--- src/rtl/fwft_fifo_mc.sv ---
`default_nettype none
// ============================================================================
// Module : fwft_fifo_mc
// Brief  : NCH independent first-word-fall-through ring-buffer FIFOs with
//          per-channel flush, almost-full, occupancy count and optional
//          sticky error flags (enabled by macro FWFT_FIFO_MC_ERR_EN).
// Rev    : 1.0 - initial release
// ============================================================================
module fwft_fifo_mc #(
  parameter  int NCH = 4,
  parameter  int FD  = 8,
  parameter  int DW  = 8,
  parameter  int AFT = 6,
  localparam int CW  = $clog2(FD + 1)
) (
  input  logic              clk,
  input  logic              reset,
  input  logic [NCH-1:0]    ffwreq,
  input  logic [NCH*DW-1:0] ffwdata,
  output logic [NCH-1:0]    ffwfull,
  output logic [NCH-1:0]    ffwafull,
  input  logic [NCH-1:0]    ffrreq,
  output logic [NCH*DW-1:0] ffrdata,
  output logic [NCH-1:0]    ffrvld,
  output logic [NCH-1:0]    ffrempty,
  output logic [NCH*CW-1:0] ffvcnt,
  input  logic [NCH-1:0]    ffflush,
  output logic [NCH*2-1:0]  fferr
);

  localparam int PW = (FD > 1) ? $clog2(FD) : 1;

  genvar c;
  generate
    for (c = 0; c < NCH; c++) begin : g_ch
      logic [DW-1:0] mem_q [FD];
      logic [PW-1:0] wr_ptr_q, wr_ptr_d;
      logic [PW-1:0] rd_ptr_q, rd_ptr_d;
      logic [CW-1:0] cnt_q, cnt_d;
      logic          full;
      logic          vld;
      logic          wr_acc;
      logic          rd_acc;

      always_comb begin
        full     = (cnt_q == CW'(FD));
        vld      = (cnt_q != '0);
        wr_acc   = ffwreq[c] & ~full;
        rd_acc   = ffrreq[c] & vld;
        wr_ptr_d = wr_ptr_q;
        rd_ptr_d = rd_ptr_q;
        cnt_d    = cnt_q;
        if (ffflush[c]) begin
          wr_ptr_d = '0;
          rd_ptr_d = '0;
          cnt_d    = '0;
        end else begin
          // Explicit wrap so FD need not be a power of two.
          if (wr_acc) wr_ptr_d = (wr_ptr_q == PW'(FD - 1)) ? '0 : wr_ptr_q + 1'b1;
          if (rd_acc) rd_ptr_d = (rd_ptr_q == PW'(FD - 1)) ? '0 : rd_ptr_q + 1'b1;
          cnt_d = cnt_q + CW'(wr_acc) - CW'(rd_acc);
        end
      end

      always_ff @(posedge clk or posedge reset) begin
        if (reset) begin
          wr_ptr_q <= '0;
          rd_ptr_q <= '0;
          cnt_q    <= '0;
        end else begin
          wr_ptr_q <= wr_ptr_d;
          rd_ptr_q <= rd_ptr_d;
          cnt_q    <= cnt_d;
        end
      end

      // Storage is not reset; validity comes only from the count.
      always_ff @(posedge clk) begin
        if (wr_acc && !ffflush[c]) mem_q[wr_ptr_q] <= ffwdata[c*DW +: DW];
      end

      assign ffrdata[c*DW +: DW]  = mem_q[rd_ptr_q];
      assign ffrvld[c]            = vld;
      assign ffrempty[c]          = ~vld;
      assign ffwfull[c]           = full;
      assign ffwafull[c]          = (cnt_q >= CW'(AFT));
      assign ffvcnt[c*CW +: CW]   = cnt_q;

`ifdef FWFT_FIFO_MC_ERR_EN
      logic [1:0] err_q, err_d;

      always_comb begin
        err_d = err_q;
        if (ffwreq[c] & full) err_d[0] = 1'b1;
        if (ffrreq[c] & ~vld) err_d[1] = 1'b1;
      end

      always_ff @(posedge clk or posedge reset) begin
        if (reset) err_q <= '0;
        else       err_q <= err_d;
      end

      assign fferr[2*c +: 2] = err_q;
`else
      assign fferr[2*c +: 2] = 2'b00;
`endif
    end
  endgenerate

endmodule
`default_nettype wire
--- config.mk ---
export PLATFORM = sky130hd
export DESIGN_NAME = fwft_fifo_mc
export DESIGN_NICKNAME = d
export VERILOG_FILES = /design/src/rtl/fwft_fifo_mc.sv
export SDC_FILE = /design/constraint.sdc
export NUM_CORES = 1
export LEC_CHECK = 0
export BUFFER_PORTS_ARGS = -buffer_cell sky130_fd_sc_hd__buf_2
export CORE_MARGIN = 2
export CORE_UTILIZATION = 64
export CTS_CLUSTER_DIAMETER = 80
export DETAILED_ROUTE_END_ITERATION = 8
export PLACE_DENSITY_LB_ADDON = 0.3
export SETUP_SLACK_MARGIN = 0.1
export SLEW_MARGIN = 10
export SYNTH_ARGS = -nofsm -noshare
export SYNTH_HDL_FRONTEND = slang
export SYNTH_SLANG_ARGS = --single-unit
--- constraint.sdc ---
create_clock -name clk -period 3.98 [get_ports clk]
set_clock_uncertainty 0.2 [all_clocks]
set_input_delay 0.199 -clock clk [delete_from_list [all_inputs] [get_ports clk]]
set_output_delay 0.199 -clock clk [all_outputs]
set_load 0.02 [all_outputs]
======== Yosys cells after proc, flatten, opt, wreduce, memory -nomap -nowiden ========
Memories as Yosys holds them, arrays and structs flattened.
Index checks and enable logic that the tools add are counted.
operators by class
  reductions and logical operators ........ 20
  $lt $le $gt $ge ......................... 4
  shift-type cells ........................ 0
  multipliers ............................. 0
  divide/modulo/power cells ............... 0
  bitwise logic cells ..................... 16
  multiplexer cells ....................... 36
  add/subtract/negate cells ............... 16
  equal/unequal tests ..................... 12
operators with widths
  cell                                                                count
  2-to-1 mux 3 bit                                                    24
  adder 3 x 1 -> 3 bit (second input constant)                        8
  == test 3 bit (second input constant)                               8
  adder 4 x 1 -> 4 bit                                                4
  == test 4 bit (second input constant)                               4
  greater-or-equal comparator 4 x 3 -> 1 bit (second input constant)  4
  2-to-1 mux 4 bit                                                    4
  nonzero test 2 bit                                                  8
  nonzero test 4 bit                                                  4
  subtractor 4 x 1 -> 4 bit                                           4
  bitwise AND 1 bit                                                   8
  2-to-1 mux 1 bit                                                    8
  NOT 1 bit                                                           8
  logical AND 1 bit                                                   4
  logical NOT 1 bit                                                   4
storage, ports and cells
  bits in latches ......................... 0
  bits in registers ....................... 40
  memory bits (read-only) ................. 0
  word-level logic and storage cells ...... 120
  memory bits (writable) .................. 256
  memories ................................ 4
  bits of input ports ..................... 46
memories
  name           depth  width  rd ports  clocked after Yosys merged registers in  write ports  RTL line  source
  g_ch[0].mem_q  8      8      1         0                                        1            36        logic [DW-1:0] mem_q [FD];
  g_ch[1].mem_q  8      8      1         0                                        1            36
  g_ch[2].mem_q  8      8      1         0                                        1            36
  g_ch[3].mem_q  8      8      1         0                                        1            36

======== Logic depth before layout (Yosys ltp) ========
  depth after elaboration ................. 6
  mapped depth ............................ 12

======== Worst setup path after synthesis ========
OpenSTA, ideal clock, no wires.
  path kind ............................... reg2reg
  from .................................... reg g_ch[1].cnt_q[2]
  to ...................................... reg g_ch[1].cnt_q[2]
  data arrival time ....................... 2.591 ns
  stages on the path, launching flop included .. 13
  buffers on the path ..................... 1
  path slack .............................. 1.057 ns
  path through ............................ dfrtp_1 -> inv_1 -> ha_1 -> or3b_2 -> buf_2 -> inv_1 -> nor2_1 -> ha_1 -> inv_1 -> ha_1 -> fa_1 -> xnor2_1 -> nor2_1
on the way
  elaborated cells on any way between the ends .. 8
  those cells by class .................... 2 x add/sub; 1 x eq/ne; 1 x mux; 3 x bitwise; 1 x reduce/logical
RTL lines
  element                     RTL line  source
  start, declared             39        logic [CW-1:0] cnt_q, cnt_d;
  start signal, assigned      73        cnt_q <= cnt_d;
  nonzero test 4 bit          47        vld = (cnt_q != '0);
  named net g_ch[1].vld       41        logic vld;
  bitwise AND 1 bit           49        rd_acc = ffrreq[c] & vld;
  subtractor 4 x 1 -> 4 bit   61        cnt_d = cnt_q + CW'(wr_acc) - CW'(rd_acc);
  2-to-1 mux 4 bit            53        if (ffflush[c]) begin
  named net g_ch[1].cnt_d[2]  39
The timed path passes the listed nets, and every way through them passes these cells.
A chain may end at the register's enable or synchronous reset.

======== Worst setup path after layout ========
  from .................................... reg g_ch[0].rd_ptr_q[1]
  to ...................................... reg g_ch[0].rd_ptr_q[0]
on the way
  longest elaborated chain between the ends .. 4
RTL lines
  element                        RTL line  source
  start, declared                38        logic [PW-1:0] rd_ptr_q, rd_ptr_d;
  start signal, assigned         72        rd_ptr_q <= rd_ptr_d;
  == test 3 bit                  60        if (rd_acc) rd_ptr_d = (rd_ptr_q == PW'(FD - 1)) ? '0 : rd_ptr_q + 1'b1;
  2-to-1 mux 3 bit (2 in a row)  60
  2-to-1 mux 3 bit               53
No other way between the ends. The select of a mux whose other input is x is not followed.

==> impl_metrics.csv <==
group,metric,value,unit
floorplanning,coreArea,19500,um^2
yosys,post_synth_edffs,256,
worst_setup_path,end_kind,"register",
sta,post-route-period-util,79.8,%
power,power.share.sequential,45.3,%
cells_and_area,multi_input_comb_area,3630,um^2
sta,relSlewSlack,28.7,%
routing,detail_route.wirelength,24500,um
sta,setup_tns,0,ns
sta,layout_min_cycle_time,3.18,ns
worst_setup_path,critical_path.slowest_cell,"sky130_fd_sc_hd__dfrtp_1",
routing,drt-vias-per-instance,5.84,
power,p_sw_share,29.8,%
sta,setup_violations,0,
routing,number_of_design_rule_violations_left_by_the_first_detailed_router_iteration,457,
yosys,yosys_warnings,0,
yosys,postSynthCellCount,749,
clocking,clk_pin_slew,0.06,ns
power,power_dens_cells,565,nW/um^2
floorplanning,boundaryPins,118,
floorplanning,starting_density_of_the_core,65.3,%
clocking,cts-root-to-sink-buffers,3,
sta,holdWs,0.234,ns
sta,setup_repair_after_global_routing_missed_its_margin,"no",
job,max_cap_viol_count,0,
global_route,grt_pass1_vias,7483,
floorplanning,row_count,51,
clocking,cts_bufs_inserted,29,
cells_and_area,drive_gt1_share,23.6,%
global_route,grt_util_all_layers,23.9,%
place,dpl.hpwl,15800,um
yosys,synth_area_leaders,"sky130_fd_sc_hd__edfxtp_1 (60%), sky130_fd_sc_hd__dfrtp_1 (7.9%), sky130_fd_sc_hd__mux4_1 (6.2%), sky130_fd_sc_hd__mux4_2 (6.0%), sky130_fd_sc_hd__ha_1 (4.3%)",
clocking,cts_root_buf,"sky130_fd_sc_hd__clkbuf_16",
global_route,grt_overflow,0,
clocking,tritoncts,"yes",
cells_and_area,nets,1004,
yosys,dominantRegCellSynth,"sky130_fd_sc_hd__edfxtp_1",
yosys,postSynth.asyncResetShare,13.5,%
clocking,clk-insertion-delay-late,0.53,ns
place,io_buffers,109,
cells_and_area,final-seq-area,8690,um^2
yosys,syn_area_per_cell,17.0,um^2
worst_setup_path,timing.critical_path.from_type,"register",
power,p_sw,0.00249,W
global_route,grt_start_max_net_pins,41,
yosys,yosys.area.top_type,"sky130_fd_sc_hd__edfxtp_1",
routing,wl_per_cell,20.5,um
cells_and_area,nFillCells,1157,
worst_setup_path,worst-setup-path-type,"reg -> reg",
routing,ant_nets,0,
sta,worst_slew_pin_slew,1.07,ns
worst_setup_path,cp_data_required_time,4.19,ns
worst_setup_path,critical-path-max-stage-delay,1.05,ns
yosys,yosysSeqAreaShare,68.1,%
floorplanning,area_of_the_die,21100,um^2
global_route,global_route_wire_length_before_repair,39500,um
sta,setup_slack,0.804,ns
yosys,mappedNetlistArea,12800,um^2
sta,fmaxAchievable,315,MHz
run_status,outcome,"finished, final reports clean",
routing,num_vias,6985,
sta,maxSlewViolCount,0,
power,pwr-share-comb,24.2,%
place,globalplace.congestion,0.810,
yosys,netlist.area_leader.share,60.3,%
sta,hold_viol,0,
clocking,tritoncts_num_sinks,296,
floorplanning,die_y,145,um
yosys,yosys_register_bits,296,
power,clock_power_share,30.5,%
cells_and_area,area_overhead_vs_synth,16.1,%
power,vdd.ir_drop.worst,0.451,mV
clocking,h-tree-depth,1,
place,pre_cts_slack,1.13,ns
routing,drt_pass1_iterations,5,
routing,detail_route.drc_violations,0,
yosys,post_synth_num_cell_types,36,
worst_setup_path,worst_path_cell_trace,"ha_1 -> ha_1 -> nor3_1 -> nand3_1 -> dlygate4sd3_1 -> o31ai_1 -> dlygate4sd3_1",
power,power_leakage,5.51,nW
power,p_int,0.00587,W
worst_setup_path,worst_ep_arrival_time,3.39,ns
worst_setup_path,crit_path_max_fanout,18,
floorplanning,die_width,145,um
global_route,antenna_found_initial,1,
hold_path,min_path_type,"in -> async",
clocking,cts-resized-gates,0,
## synthesized netlist by cell type (3+ instances only)
cell type                  count
sky130_fd_sc_hd__a21oi_1      24
sky130_fd_sc_hd__a31o_2        4
sky130_fd_sc_hd__buf_1         3
sky130_fd_sc_hd__buf_2         6
sky130_fd_sc_hd__buf_4        18
sky130_fd_sc_hd__clkbuf_1      9
sky130_fd_sc_hd__clkbuf_8      3
sky130_fd_sc_hd__dfrtp_1      40
sky130_fd_sc_hd__edfxtp_1    256
sky130_fd_sc_hd__fa_1          4
sky130_fd_sc_hd__ha_1         44
sky130_fd_sc_hd__inv_1        39
sky130_fd_sc_hd__mux2_2       16
sky130_fd_sc_hd__mux4_1       30
sky130_fd_sc_hd__mux4_2       34
sky130_fd_sc_hd__nand2_1      64
sky130_fd_sc_hd__nand2b_1     14
sky130_fd_sc_hd__nand3_1      20
sky130_fd_sc_hd__nand4b_1     10
sky130_fd_sc_hd__nor2_1       38
sky130_fd_sc_hd__nor2b_1       8
sky130_fd_sc_hd__nor3_1       11
sky130_fd_sc_hd__o21ai_0      20
sky130_fd_sc_hd__o31ai_1       4
sky130_fd_sc_hd__or3b_2        6
sky130_fd_sc_hd__or4_1         6
sky130_fd_sc_hd__xnor2_1       4
## area by class of cell
cell class	count	share of cell area, %
clock inverter	12	0.626
inverter	41	1.04
multi-input combinational	375	24.5
tap	265	2.24
timing repair buffer	167	7.49
antenna	1	0.0169
clock buffer	40	5.39
sequential	296	58.7
## state kept, by name, summed over array words and instances (netlist names)
signal / cells
g_ch.rd_ptr_q: 12
g_ch.wr_ptr_q: 12
g_ch.mem_q: 256
g_ch.cnt_q: 16
## metal layers
layer	GRT usage, %	vias up	wire length, um
li1	-	3192	-
met1	30.8	3513	9610
met2	42.3	232	12900
met3	3.65	48	1310
met4	7.99	0	628
met5	0	-	0
## path summary, 6_finish.rpt
| path | start | end | slack (ns) | cells past startpoint |
|---|---|---|---|---|
| min in group clk | ffwdata[15] | g_ch[1].mem_q[6][7]$_DFFE_PP_ | 0.27 | 2 |
| worst min-delay path | reset | g_ch[2].rd_ptr_q[2]$_DFFE_PP0P_ | 0.23 | 3 |
| worst max-delay path | g_ch[0].rd_ptr_q[1]$_DFFE_PP0P_ | g_ch[0].rd_ptr_q[0]$_DFFE_PP0P_ | 0.80 | 7 |
| worst max register to register | g_ch[0].rd_ptr_q[1]$_DFFE_PP0P_ | g_ch[0].rd_ptr_q[0]$_DFFE_PP0P_ | 0.80 | 7 |
| max in group asynchronous | reset | g_ch[0].cnt_q[1]$_DFF_PP0_ | 2.75 | 3 |
| worst min register to register | g_ch[1].wr_ptr_q[0]$_DFFE_PP0P_ | g_ch[1].wr_ptr_q[0]$_DFFE_PP0P_ | 0.41 | 2 |
## worst max-delay path, delay by kind of cell (launching register included)
kind,cells,cell delay [ns]
buffers and inverters,2,1.13
flip-flops,1,1.05
adder cells (fa/ha/maj),2,0.47
AND/OR/NAND/NOR,2,0.14
AO/OA/AOI/OAI,1,0.07
## per-stage QoR
stage	power (W)	util, %	instances	cell area, um^2
5_1_grt	0.00877	75.8	1197	14800
2_1_floorplan	0.00527	-	756	12800
3_3_place_gp	0.00572	68.6	1093	13400
3_5_place_dp	0.00582	68.6	1093	13400
4_1_cts	0.00842	75.8	1196	14800
6_report	0.00836	75.8	1197	14800
## power by group through the flow
stage / clock (W) / sequential [W] / combinational, W
detailed placement: 0 / 0.00386 / 0.00196
global placement: 0 / 0.00384 / 0.00187
floorplan: 0 / 0.00377 / 0.00150
CTS: 0.00259 / 0.00380 / 0.00203
finish: 0.00255 / 0.00379 / 0.00202
global route: 0.00272 / 0.00383 / 0.00222
## logic make-up (layout without fill, tap and decap cells)
group,Yosys count,in the layout,synth area share [%]
buf+inv,85,260,3.67
mux,80,80,13.6
other cells,1,9,0.0294
compound gates,52,52,2.24
xor+xnor,4,4,0.275
simple gates,183,183,7.10
fa+ha+maj,48,48,4.95
flops,296,296,68.1
## repair_timing
action | CTS | global route
endpoints found under the hold margin | 336 | 0
hold buffers | 51 | 0
buffers inserted | 0 | 0
## cells in the final DEF, fill, tap and decap left out, drive strengths merged
cell,synthesis,final
dfrtp,40,40
xnor2,4,4
conb,1,8
nor2b,8,8
clkinv,2,12
edfxtp,256,256
clkbuf,13,40
a21oi,24,24
o31ai,4,4
or4,6,6
inv,39,39
nand3,20,20
mux4,64,64
dlygate4sd3,0,51
bufinv,0,1
nand2b,14,14
nor2,38,38
nand2,64,64
fa,4,4
clkinvlp,0,1
buf,31,116
mux2,16,16
ha,44,44
diode,0,1
or3b,8,8
o21ai,20,20
nor3b,2,2
nand4b,10,10
nor3,11,11
and2,2,2
a31o,4,4
No activity file was read; power rests on OpenSTA's default activity.
